`config.mk`:
```
export PLATFORM = sky130hd
export DESIGN_NAME = sram_arbiter_flat
export DESIGN_NICKNAME = d
export VERILOG_FILES = /design/src/rtl/sram_arb_pkg.sv /design/src/rtl/sram_arbiter_if.sv /design/src/rtl/sram_arb_fsm.sv /design/src/rtl/sram_arbiter.sv /design/src/flat_wrapper.sv
export SDC_FILE = /design/constraint.sdc
export NUM_CORES = 1
export LEC_CHECK = 0
export CAP_MARGIN = 5
export CORE_UTILIZATION = 25
export DETAILED_ROUTE_END_ITERATION = 16
export HOLD_SLACK_MARGIN = 0.03
export PLACE_DENSITY = 0.75
export SYNTH_ARGS = -nofsm -noshare
export SYNTH_HDL_FRONTEND = slang
export SYNTH_HIERARCHICAL = 1
export SYNTH_SLANG_ARGS = --single-unit
```
`constraint.sdc`:
```
create_clock -name clk -period 2.1 [get_ports clk]
set_clock_uncertainty 0.15 [all_clocks]
set_input_delay 0.42 -clock clk [delete_from_list [all_inputs] [get_ports clk]]
set_output_delay 0.42 -clock clk [all_outputs]
set_load 0.02 [all_outputs]
```
`src/rtl/sram_arb_pkg.sv`:
```
// Shared types and constants for the two-port SRAM arbiter.
// Holds the FSM state encoding, the burst counter width and the default burst limit.
package sram_arb_pkg;

    typedef enum logic [1:0] {
        IDLE = 2'd0,
        OWN0 = 2'd1,
        OWN1 = 2'd2
    } arb_state_e;

    localparam int MAX_BURST_DEFAULT = 4;
    localparam int CNT_W             = 3;

    // Saturating increment of the burst counter.
    function automatic logic [CNT_W-1:0] sat_inc(input logic [CNT_W-1:0] v,
                                                 input logic [CNT_W-1:0] lim);
        return (v < lim) ? v + 1'b1 : v;
    endfunction

endpackage

```
`src/rtl/sram_arbiter_if.sv`:
```
// Bundle of requester-side and SRAM-side signals of the arbiter.
// slave = arbiter view, master = requesters plus SRAM macro view.
interface sram_arbiter_if #(
    parameter int ADDR_W = 4,
    parameter int DATA_W = 8
);
    logic              req0, req1;
    logic              we0, we1;
    logic [ADDR_W-1:0] addr0, addr1;
    logic [DATA_W-1:0] wdata0, wdata1;
    logic              gnt0, gnt1;
    logic              rvalid0, rvalid1;
    logic [DATA_W-1:0] rdata;
    logic              mem_cs, mem_we;
    logic [ADDR_W-1:0] mem_addr;
    logic [DATA_W-1:0] mem_wdata;
    logic [DATA_W-1:0] mem_rdata;

    modport slave (
        input  req0, req1, we0, we1, addr0, addr1, wdata0, wdata1, mem_rdata,
        output gnt0, gnt1, rvalid0, rvalid1, rdata, mem_cs, mem_we, mem_addr, mem_wdata
    );

    modport master (
        output req0, req1, we0, we1, addr0, addr1, wdata0, wdata1, mem_rdata,
        input  gnt0, gnt1, rvalid0, rvalid1, rdata, mem_cs, mem_we, mem_addr, mem_wdata
    );
endinterface

```
`src/rtl/sram_arb_fsm.sv`:
```
// Grant decision for two requesters: round-robin on ties from IDLE,
// bursts capped at MAX_BURST while the other side is waiting.
module sram_arb_fsm
    import sram_arb_pkg::*;
#(
    parameter int MAX_BURST = MAX_BURST_DEFAULT
) (
    input  logic clk,
    input  logic reset,
    input  logic req0,
    input  logic req1,
    output logic gnt0,
    output logic gnt1
);

    localparam logic [CNT_W-1:0] MAX_C = CNT_W'(MAX_BURST);

    arb_state_e       state, state_nxt;
    logic [CNT_W-1:0] cnt, cnt_nxt;
    logic             last, last_nxt;
    logic             give, sel;

    // NOTE: sequential state uses non-blocking assignments so every register
    // samples pre-edge values regardless of block ordering.
    always_ff @(posedge clk) begin
        if (reset) begin
            state <= IDLE;
            cnt   <= '0;
            last  <= 1'b1;
        end else begin
            state <= state_nxt;
            cnt   <= cnt_nxt;
            last  <= last_nxt;
        end
    end

    // NOTE: every output of this block is assigned a default first, so no
    // path through the case can leave a value held and infer a latch.
    always_comb begin
        state_nxt = state;
        cnt_nxt   = cnt;
        last_nxt  = last;
        give      = 1'b0;
        sel       = 1'b0;

        unique case (state)
            IDLE: begin
                give = req0 | req1;
                sel  = (req0 & req1) ? ~last : req1;
            end
            OWN0: begin
                if (req0 && (cnt < MAX_C || !req1)) begin
                    give = 1'b1;
                    sel  = 1'b0;
                end else if (req1) begin
                    give = 1'b1;
                    sel  = 1'b1;
                end
            end
            OWN1: begin
                if (req1 && (cnt < MAX_C || !req0)) begin
                    give = 1'b1;
                    sel  = 1'b1;
                end else if (req0) begin
                    give = 1'b1;
                    sel  = 1'b0;
                end
            end
            default: ;
        endcase

        if (give) begin
            last_nxt  = sel;
            state_nxt = sel ? OWN1 : OWN0;
            // Staying with the same owner extends the burst; a new owner restarts it.
            cnt_nxt   = (state == state_nxt) ? sat_inc(cnt, MAX_C) : CNT_W'(1);
        end else begin
            state_nxt = IDLE;
            cnt_nxt   = '0;
        end

        gnt0 = give & ~sel & ~reset;
        gnt1 = give &  sel & ~reset;
    end

endmodule

```
`src/rtl/sram_arbiter.sv`:
```
// Two-requester single-port SRAM arbiter: muxes the granted request onto
// the SRAM pins and flags returning read data to its owner one cycle later.
module sram_arbiter
    import sram_arb_pkg::*;
#(
    parameter int ADDR_W    = 4,
    parameter int DATA_W    = 8,
    parameter int MAX_BURST = MAX_BURST_DEFAULT
) (
    input  logic            clk,
    input  logic            reset,
    sram_arbiter_if.slave   bus
);

    logic              gnt0, gnt1;
    logic              we_sel;
    logic [ADDR_W-1:0] addr_sel;
    logic [DATA_W-1:0] wdata_sel;
    logic              rvalid0_q, rvalid1_q;

    sram_arb_fsm #(
        .MAX_BURST(MAX_BURST)
    ) u_fsm (
        .clk  (clk),
        .reset(reset),
        .req0 (bus.req0),
        .req1 (bus.req1),
        .gnt0 (gnt0),
        .gnt1 (gnt1)
    );

    always_comb begin
        we_sel    = 1'b0;
        addr_sel  = '0;
        wdata_sel = '0;
        if (gnt0) begin
            we_sel    = bus.we0;
            addr_sel  = bus.addr0;
            wdata_sel = bus.wdata0;
        end else if (gnt1) begin
            we_sel    = bus.we1;
            addr_sel  = bus.addr1;
            wdata_sel = bus.wdata1;
        end
    end

    always_ff @(posedge clk) begin
        if (reset) begin
            rvalid0_q <= 1'b0;
            rvalid1_q <= 1'b0;
        end else begin
            rvalid0_q <= gnt0 & ~bus.we0;
            rvalid1_q <= gnt1 & ~bus.we1;
        end
    end

    assign bus.gnt0      = gnt0;
    assign bus.gnt1      = gnt1;
    assign bus.mem_cs    = gnt0 | gnt1;
    assign bus.mem_we    = we_sel;
    assign bus.mem_addr  = addr_sel;
    assign bus.mem_wdata = wdata_sel;
    assign bus.rdata     = bus.mem_rdata;
    // A read issued just before a reset must not report valid data during that reset cycle.
    assign bus.rvalid0   = rvalid0_q & ~reset;
    assign bus.rvalid1   = rvalid1_q & ~reset;

endmodule

```
`src/flat_wrapper.sv`:
```
// flat-port wrapper written by rule: the top's interface ports become plain ports
module sram_arbiter_flat import sram_arb_pkg::*;
#(
    parameter int ADDR_W    = 4,
    parameter int DATA_W    = 8,
    parameter int MAX_BURST = MAX_BURST_DEFAULT
)
  (clk, reset, bus_req0, bus_req1, bus_we0, bus_we1, bus_addr0, bus_addr1, bus_wdata0, bus_wdata1, bus_mem_rdata, bus_gnt0, bus_gnt1, bus_rvalid0, bus_rvalid1, bus_rdata, bus_mem_cs, bus_mem_we, bus_mem_addr, bus_mem_wdata);
  sram_arbiter_if #(.ADDR_W(ADDR_W), .DATA_W(DATA_W)) bus_i ();
  input  logic clk;
  input  logic reset;
  input wire logic [$bits(bus_i.req0)-1:0] bus_req0;
  input wire logic [$bits(bus_i.req1)-1:0] bus_req1;
  input wire logic [$bits(bus_i.we0)-1:0] bus_we0;
  input wire logic [$bits(bus_i.we1)-1:0] bus_we1;
  input wire logic [$bits(bus_i.addr0)-1:0] bus_addr0;
  input wire logic [$bits(bus_i.addr1)-1:0] bus_addr1;
  input wire logic [$bits(bus_i.wdata0)-1:0] bus_wdata0;
  input wire logic [$bits(bus_i.wdata1)-1:0] bus_wdata1;
  input wire logic [$bits(bus_i.mem_rdata)-1:0] bus_mem_rdata;
  output wire logic [$bits(bus_i.gnt0)-1:0] bus_gnt0;
  output wire logic [$bits(bus_i.gnt1)-1:0] bus_gnt1;
  output wire logic [$bits(bus_i.rvalid0)-1:0] bus_rvalid0;
  output wire logic [$bits(bus_i.rvalid1)-1:0] bus_rvalid1;
  output wire logic [$bits(bus_i.rdata)-1:0] bus_rdata;
  output wire logic [$bits(bus_i.mem_cs)-1:0] bus_mem_cs;
  output wire logic [$bits(bus_i.mem_we)-1:0] bus_mem_we;
  output wire logic [$bits(bus_i.mem_addr)-1:0] bus_mem_addr;
  output wire logic [$bits(bus_i.mem_wdata)-1:0] bus_mem_wdata;
  assign bus_i.req0 = bus_req0;
  assign bus_i.req1 = bus_req1;
  assign bus_i.we0 = bus_we0;
  assign bus_i.we1 = bus_we1;
  assign bus_i.addr0 = bus_addr0;
  assign bus_i.addr1 = bus_addr1;
  assign bus_i.wdata0 = bus_wdata0;
  assign bus_i.wdata1 = bus_wdata1;
  assign bus_i.mem_rdata = bus_mem_rdata;
  assign bus_gnt0 = bus_i.gnt0;
  assign bus_gnt1 = bus_i.gnt1;
  assign bus_rvalid0 = bus_i.rvalid0;
  assign bus_rvalid1 = bus_i.rvalid1;
  assign bus_rdata = bus_i.rdata;
  assign bus_mem_cs = bus_i.mem_cs;
  assign bus_mem_we = bus_i.mem_we;
  assign bus_mem_addr = bus_i.mem_addr;
  assign bus_mem_wdata = bus_i.mem_wdata;
  sram_arbiter #(.ADDR_W(ADDR_W), .DATA_W(DATA_W), .MAX_BURST(MAX_BURST)) u_core (.clk(clk), .reset(reset), .bus(bus_i));
endmodule
```
## Word-level counts from Yosys, hierarchy flattened

Cells that the tools add are included.

| storage, ports and cells | value |
|---|---|
| flip-flop bits (word level) | 8 |
| input bits | 38 |
| output and inout bits | 26 |
| word-level logic and storage cells | 57 |

| cells by class | value |
|---|---|
| reductions and logical operators | 9 |
| mux-type cells | 18 |
| $lt $le $gt $ge | 1 |
| bitwise logic cells | 18 |
| equality and inequality tests | 4 |
| add/subtract/negate cells | 1 |

Operator list:

| operator | number |
|---|---|
| 2-to-1 mux 8 bit | 2 |
| 2-to-1 mux 1 bit | 11 |
| bitwise AND 1 bit | 9 |
| 2-to-1 mux 4 bit | 2 |
| inverter 1 bit | 7 |
| one-hot mux 1 bit (3 select lines) | 2 |
| adder 3 x 1 -> 3 bit, second input constant | 1 |
| < comparator 3 bit, second input constant | 1 |
| OR reduction 3 bit | 1 |
| == test 2 x 1 -> 1 bit, second input constant | 1 |
| == test 2 bit | 1 |
| == test 2 bit, second input constant | 1 |
| logical AND 1 bit | 2 |
| logical NOT 1 bit | 2 |
| logical NOT 2 bit | 1 |
| logical OR 1 bit | 2 |
| 2-to-1 mux 2 bit | 1 |
| inequality test 2 bit, second input constant | 1 |
| bitwise OR 1 bit | 2 |
| OR reduction 2 bit | 1 |

## Longest topological paths before layout

| depth | value |
|---|---|
| depth in word-level cells | 9 |
| gate-level depth with buffers | 8 |
| mapped depth without buffers | 5 |

## Modules after synthesis

Netlist, hierarchy kept.

By module, submodules not included:

| module | times used | area each (µm²) | seq. area each (µm²) | cells an instance |
|---|---|---|---|---|
| sram_arb_fsm | 1 | 414.1 | 120.1 | 50 |
| sram_arbiter | 1 | 304.0 | 40.0 | 36 |

## Worst setup path after synthesis

Ideal clock, no wire load.

| path | value |
|---|---|
| path kind | register -> output |
| start point | register u_core.u_fsm.state[0] |
| end point | output port bus_mem_addr[1] |
| path buffers | 3 |
| stages on the path, launching flop included | 9 |
| slack | -316 ps |
| arrival time | 1,846 ps |
| data required time | 1,530 ps |
| cell sequence | dfxtp_1 > buf_2 > a21oi_1 > nand2_1 > a31oi_1 > buf_6 > buf_4 > nand2_1 > o21ai_1 |

| between the ends | value |
|---|---|
| cells in the longest elaborated chain, start to end | 6 |
| elaborated cells on any way between the ends | 12 |
| classes of those cells | 2 x eq/ne; 4 x mux; 5 x bitwise; 1 x reduce/logical |

Ends and longest elaborated chain:

| item | RTL line | text |
|---|---|---|
| from (decl) | sram_arb_fsm.sv:18 | `arb_state_e state, state_nxt;` |
| from (signal assigned) | sram_arb_fsm.sv:31 | `state <= state_nxt;` |
| == test 2 bit, or another cell as far along | sram_arb_fsm.sv:46 | `unique case (state)` |
| one-hot mux 1 bit (3 select lines) | sram_arb_fsm.sv:46 |  |
| inverter 1 bit | sram_arb_fsm.sv:82 | `gnt0 = give & ~sel & ~reset;` |
| bitwise AND 1 bit (*) (2 in a row) | sram_arb_fsm.sv:82 |  |
| named net bus_gnt0 | flat_wrapper.sv:21 | `output wire logic [$bits(bus_i.gnt0)-1:0] bus_gnt0;` |
| 2-to-1 mux 4 bit (*) | sram_arbiter.sv:36 | `if (gnt0) begin` |
| to (decl) | flat_wrapper.sv:28 | `output wire logic [$bits(bus_i.mem_addr)-1:0] bus_mem_addr;` |

The timed path passes the listed nets; every way through them passes the cells marked *.

## Worst setup path after layout

| path | value |
|---|---|
| start point | register u_core.u_fsm.last |
| end point | output port bus_mem_addr[0] |

| between the ends | value |
|---|---|
| cells in the longest elaborated chain, start to end | 7 |
| elaborated cells on any way between the ends | 10 |
| classes of those cells | 4 x mux; 6 x bitwise |

Ends and longest elaborated chain:

| item | RTL line | text |
|---|---|---|
| from (decl) | sram_arb_fsm.sv:20 | `logic last, last_nxt;` |
| from (signal assigned) | sram_arb_fsm.sv:33 | `last <= last_nxt;` |
| inverter 1 bit (*) | sram_arb_fsm.sv:49 | `sel = (req0 & req1) ? ~last : req1;` |
| 2-to-1 mux 1 bit (*) | sram_arb_fsm.sv:49 |  |
| one-hot mux 1 bit (3 select lines) (*) | sram_arb_fsm.sv:46 |  |
| bitwise AND 1 bit / inverter 1 bit (equally long branches) | sram_arb_fsm.sv:83, sram_arb_fsm.sv:82 |  |
| bitwise AND 1 bit (on tied branches) | sram_arb_fsm.sv:83, sram_arb_fsm.sv:82 |  |
| 2-to-1 mux 4 bit / bitwise AND 1 bit (equally long branches) | sram_arbiter.sv:40, sram_arb_fsm.sv:82 |  |
| 2-to-1 mux 4 bit (*) | sram_arbiter.sv:36 |  |

Mark *: on every way between the ends. The rest lies on a longest branch, timed or not.

==> results.txt <==
After synthesis the cells add up to around 720 um^2. The number of violations reported at the end of detailed-routing iteration 0 came out at 18. Setup repair after global routing could not meet its margin everywhere.

The share of final-layout standard cells stronger than drive strength 1 came out at between 50 and 60%. The count of nets left with antenna violations after detail routing is 0. The worst register-to-register path begins at u_core/u_fsm/state[1]. The worst hold path terminates at u_core/u_fsm/cnt[0]. The global placement routability congestion came out at just under 0.8. The wire length per cell is between 10 and 15 um. The hold violation total from the final report is 0. The via density per instance is between 5 and 6. The pin count of the biggest net entering global routing is 12. Across the VDD grid, the largest voltage drop is about 0.0003 V. The number of core rows is 19. STA classifies the critical path startpoint as a flop. The total die area came out at approximately 0.0031 mm^2. The number of cells on the worst reg-to-reg path is 5. The post-detailed-routing wire length is ~2600 um. The total setup violations reported at the end of the flow came out at 16. For this run, the top clock speed supported by timing is about 420 MHz. The endpoint identified for the worst register-to-register timing path is u_core/u_fsm/cnt[0]. The path class of the tightest hold or removal check is reg2reg. The clock tree from TritonCTS is yes. Clock-pin slew was measured on the worst setup and hold paths at roughly 0.05 ns. The largest driver fanout on the critical path came out at 6.

The leakage component of the power came out at slightly above 0.7 nW. Overall power consumption after layout is estimated at 0.000603 W. The TritonCTS buffer count came out at 3. Global routing used between 15 and 20% of the available tracks. The post-route cell area is between 0.0015 and 0.002 mm^2. The most used flip-flop cell after synthesis is dfxtp_1. The number of instances in the synthesized netlist came out at between 80 and 90.

The worst setup path is of the reg2out kind. The die boundary height is roughly 56 um. In this run the power density over the cells is ~370 mW/mm^2. The count of buffers inserted at the top-level ports came out at 47. The worst setup path is captured at an output pin. The initial antenna violation count came out at 0. The H-tree depth is 1. The half-perimeter wire length after detailed placement is between 1500 and 2000 um.

Clock latency on the worst-skew pair, taken at its later pin, is around 0.25 ns. During I/O placement, the number of pins put on the boundary was 64. The global-route wire length before repair came out at between 4000 and 5000 um. In this run the tightest slew margin relative to its limit is 81.9%. The count of clock tree sinks is 8. The final hold slack is 0.399 ns. In the layout the commonest cells are 28 x buf_4, 26 x clkdlybuf4s50_1, 17 x buf_6. The final reports fail on setup timing. For this run, asynchronously set or reset flops after synthesis account for 0%. The average footprint of a synthesized cell is approximately 8.4 um^2. After layout, the worst setup slack is -0.288 ns. The width of the die is 55.6 um. At the worst endpoint, the required time is between 1.5 and 2 ns. The via total after detailed routing is approximately 960. The number of warnings issued by yosys is 6. For this configuration, the core starts out at a cell density of about a quarter.

The number of pins with negative max-slew slack in the final report came to 0. The synthesized design contains 8 register bits. The placeable core area is about 0.0027 mm^2.

The total global routing overflow is 0. Counting instances, the worst hold path has a depth of 1. The register-to-register setup slack came out at ~0.22 ns. The sequential fraction of the synthesis area came out at 22.3%. The unique cell type count in the Yosys netlist came out at 34. The signal arrival time at the worst endpoint came out at 1.82 ns. The most common cell after layout, fill and taps aside is buf_4.

The post-layout net count came out at a little under 200. Across the run, the number of max-cap violations was 0. Clock tree synthesis selected as its root buffer the cell clkbuf_4. The number of global-route vias before repair is about 1,100.

The number of antenna cells inserted came out at 0. The flow ran to the end, but the final reports show violations. The portion of the clock cycle consumed by the worst path in the final layout came out at 114%. Summing all placed instances gives a cell area of around 0.0014 mm^2. The number of synthesized flops with an enable pin came out at 0. The synthesized netlist net count is 125. For the pin with the worst max-slew slack, the measured transition is roughly 0.27 ns. The total DRC errors in the routed layout came out at 0. The worst hold path begins at u_core/u_fsm/cnt[0]. The post-synthesis to final-layout area growth came out at 125%. The number of buffers between clock root and the deepest sink came out at 2. The number of iterations in the first detailed-routing pass came out at 4.

The minimum period implied by the final worst setup slack came out at 2.39 ns.
timing repair:
action / in CTS / in global routing
pin swaps: 4 / 3
hold buffers: 0 / 0
endpoints found under the setup margin: 18 / 16
cloned: 1 / 0
setup buffers: 10 / 5
gates resized for setup: 98 / 15
final cells by class:
| class | instances | area (um^2) |
|---|---|---|
| Timing Repair Buffer | 79 | 758 |
| Fill cell | 202 | 1120 |
| Tap cell | 31 | 38.8 |
| Inverter | 2 | 7.51 |
| Clock buffer | 3 | 22.5 |
| Sequential cell | 8 | 168 |
| Multi-Input combinational cell | 61 | 621 |
cells by family (layout without fill, tap and decap cells):
kind of cell | Yosys count | after routing | share of synthesized area (%)
AOI/OAI and AO/OA | 32 | 32 | 34.0
adders and majority gates | 1 | 1 | 1.74
buffers and inverters | 17 | 84 | 16.5
DFF | 8 | 8 | 22.3
muxes | 1 | 1 | 1.39
and+or+nand+nor | 27 | 27 | 24.0
power by group:
part	internal, W	leakage (nW)	switching (W)
combinational	0.000190	0.641	0.000131
sequential	0.000160	0.0668	0.00000700
clock	0.0000653	0.0138	0.0000512
sequential cells by signal, summed over array words and instances, names as in the netlist:
| name | count |
|---|---|
| u_core/rvalid0_q | 1 |
| u_core/u_fsm/last | 1 |
| u_core/rvalid1_q | 1 |
| u_core/u_fsm/cnt | 3 |
| u_core/u_fsm/state | 2 |
synth_stat cells, drive strengths merged (3+ instances only):
library cell | instances | share of area (%)
nor2b | 7 | 7.1
o21ai | 6 | 4.2
a22o | 11 | 13
dfxtp | 8 | 22
nor3 | 3 | 2.1
nand2 | 7 | 3.7
a211oi | 3 | 3.1
buf | 14 | 15
worst max path at each step:
stage | slack [ns] | from | endpoint | cells after the start
6_report | -0.29 | u_core/u_fsm/last | bus_mem_addr[0] | 7
5_1_grt | -0.37 | u_core/u_fsm/last | bus_mem_wdata[4] | 7
4_1_cts | -0.32 | u_core/u_fsm/last | bus_mem_addr[0] | 7
3_5_place_dp | -0.94 | reset | bus_mem_we | 6
3_3_place_gp | -0.89 | reset | bus_mem_we | 6
2_1_floorplan | -0.02 | u_core/u_fsm/state[0] | bus_mem_addr[0] | 7
worst max-delay path, cell delays in order (launching register included):
cell and delay (ns):
dfxtp_2 0.34, nor2b_4 0.19, nor3_2 0.07, o311a_4 0.35
nor2b_4 0.14, buf_12 0.14, a22o_4 0.21, buf_6 0.12
per-layer routing:
| layer | global-route usage [%] | vias to the layer above | routed length [um] |
|---|---|---|---|
| met3 | 5.12 | 12 | 237 |
| li1 | - | 447 | - |
| met5 | 0 | - | 0 |
| met2 | 34.1 | 55 | 1420 |
| met4 | 12.1 | 0 | 82 |
| met1 | 16.3 | 441 | 901 |
through the flow:
step           setup WS (ns)  std cells  setup TNS (ns)  util [%]
6_report              -0.288        184           -3.81      59.1
3_5_place_dp          -0.944        168          -14.59      51.9
3_3_place_gp          -0.895        168          -13.96      51.9
5_1_grt               -0.365        184           -5.08      59.1
4_1_cts               -0.322        182           -4.33      57.0
2_1_floorplan        -0.0188         86          -0.146         -
Power figures use the tool's default switching activity.
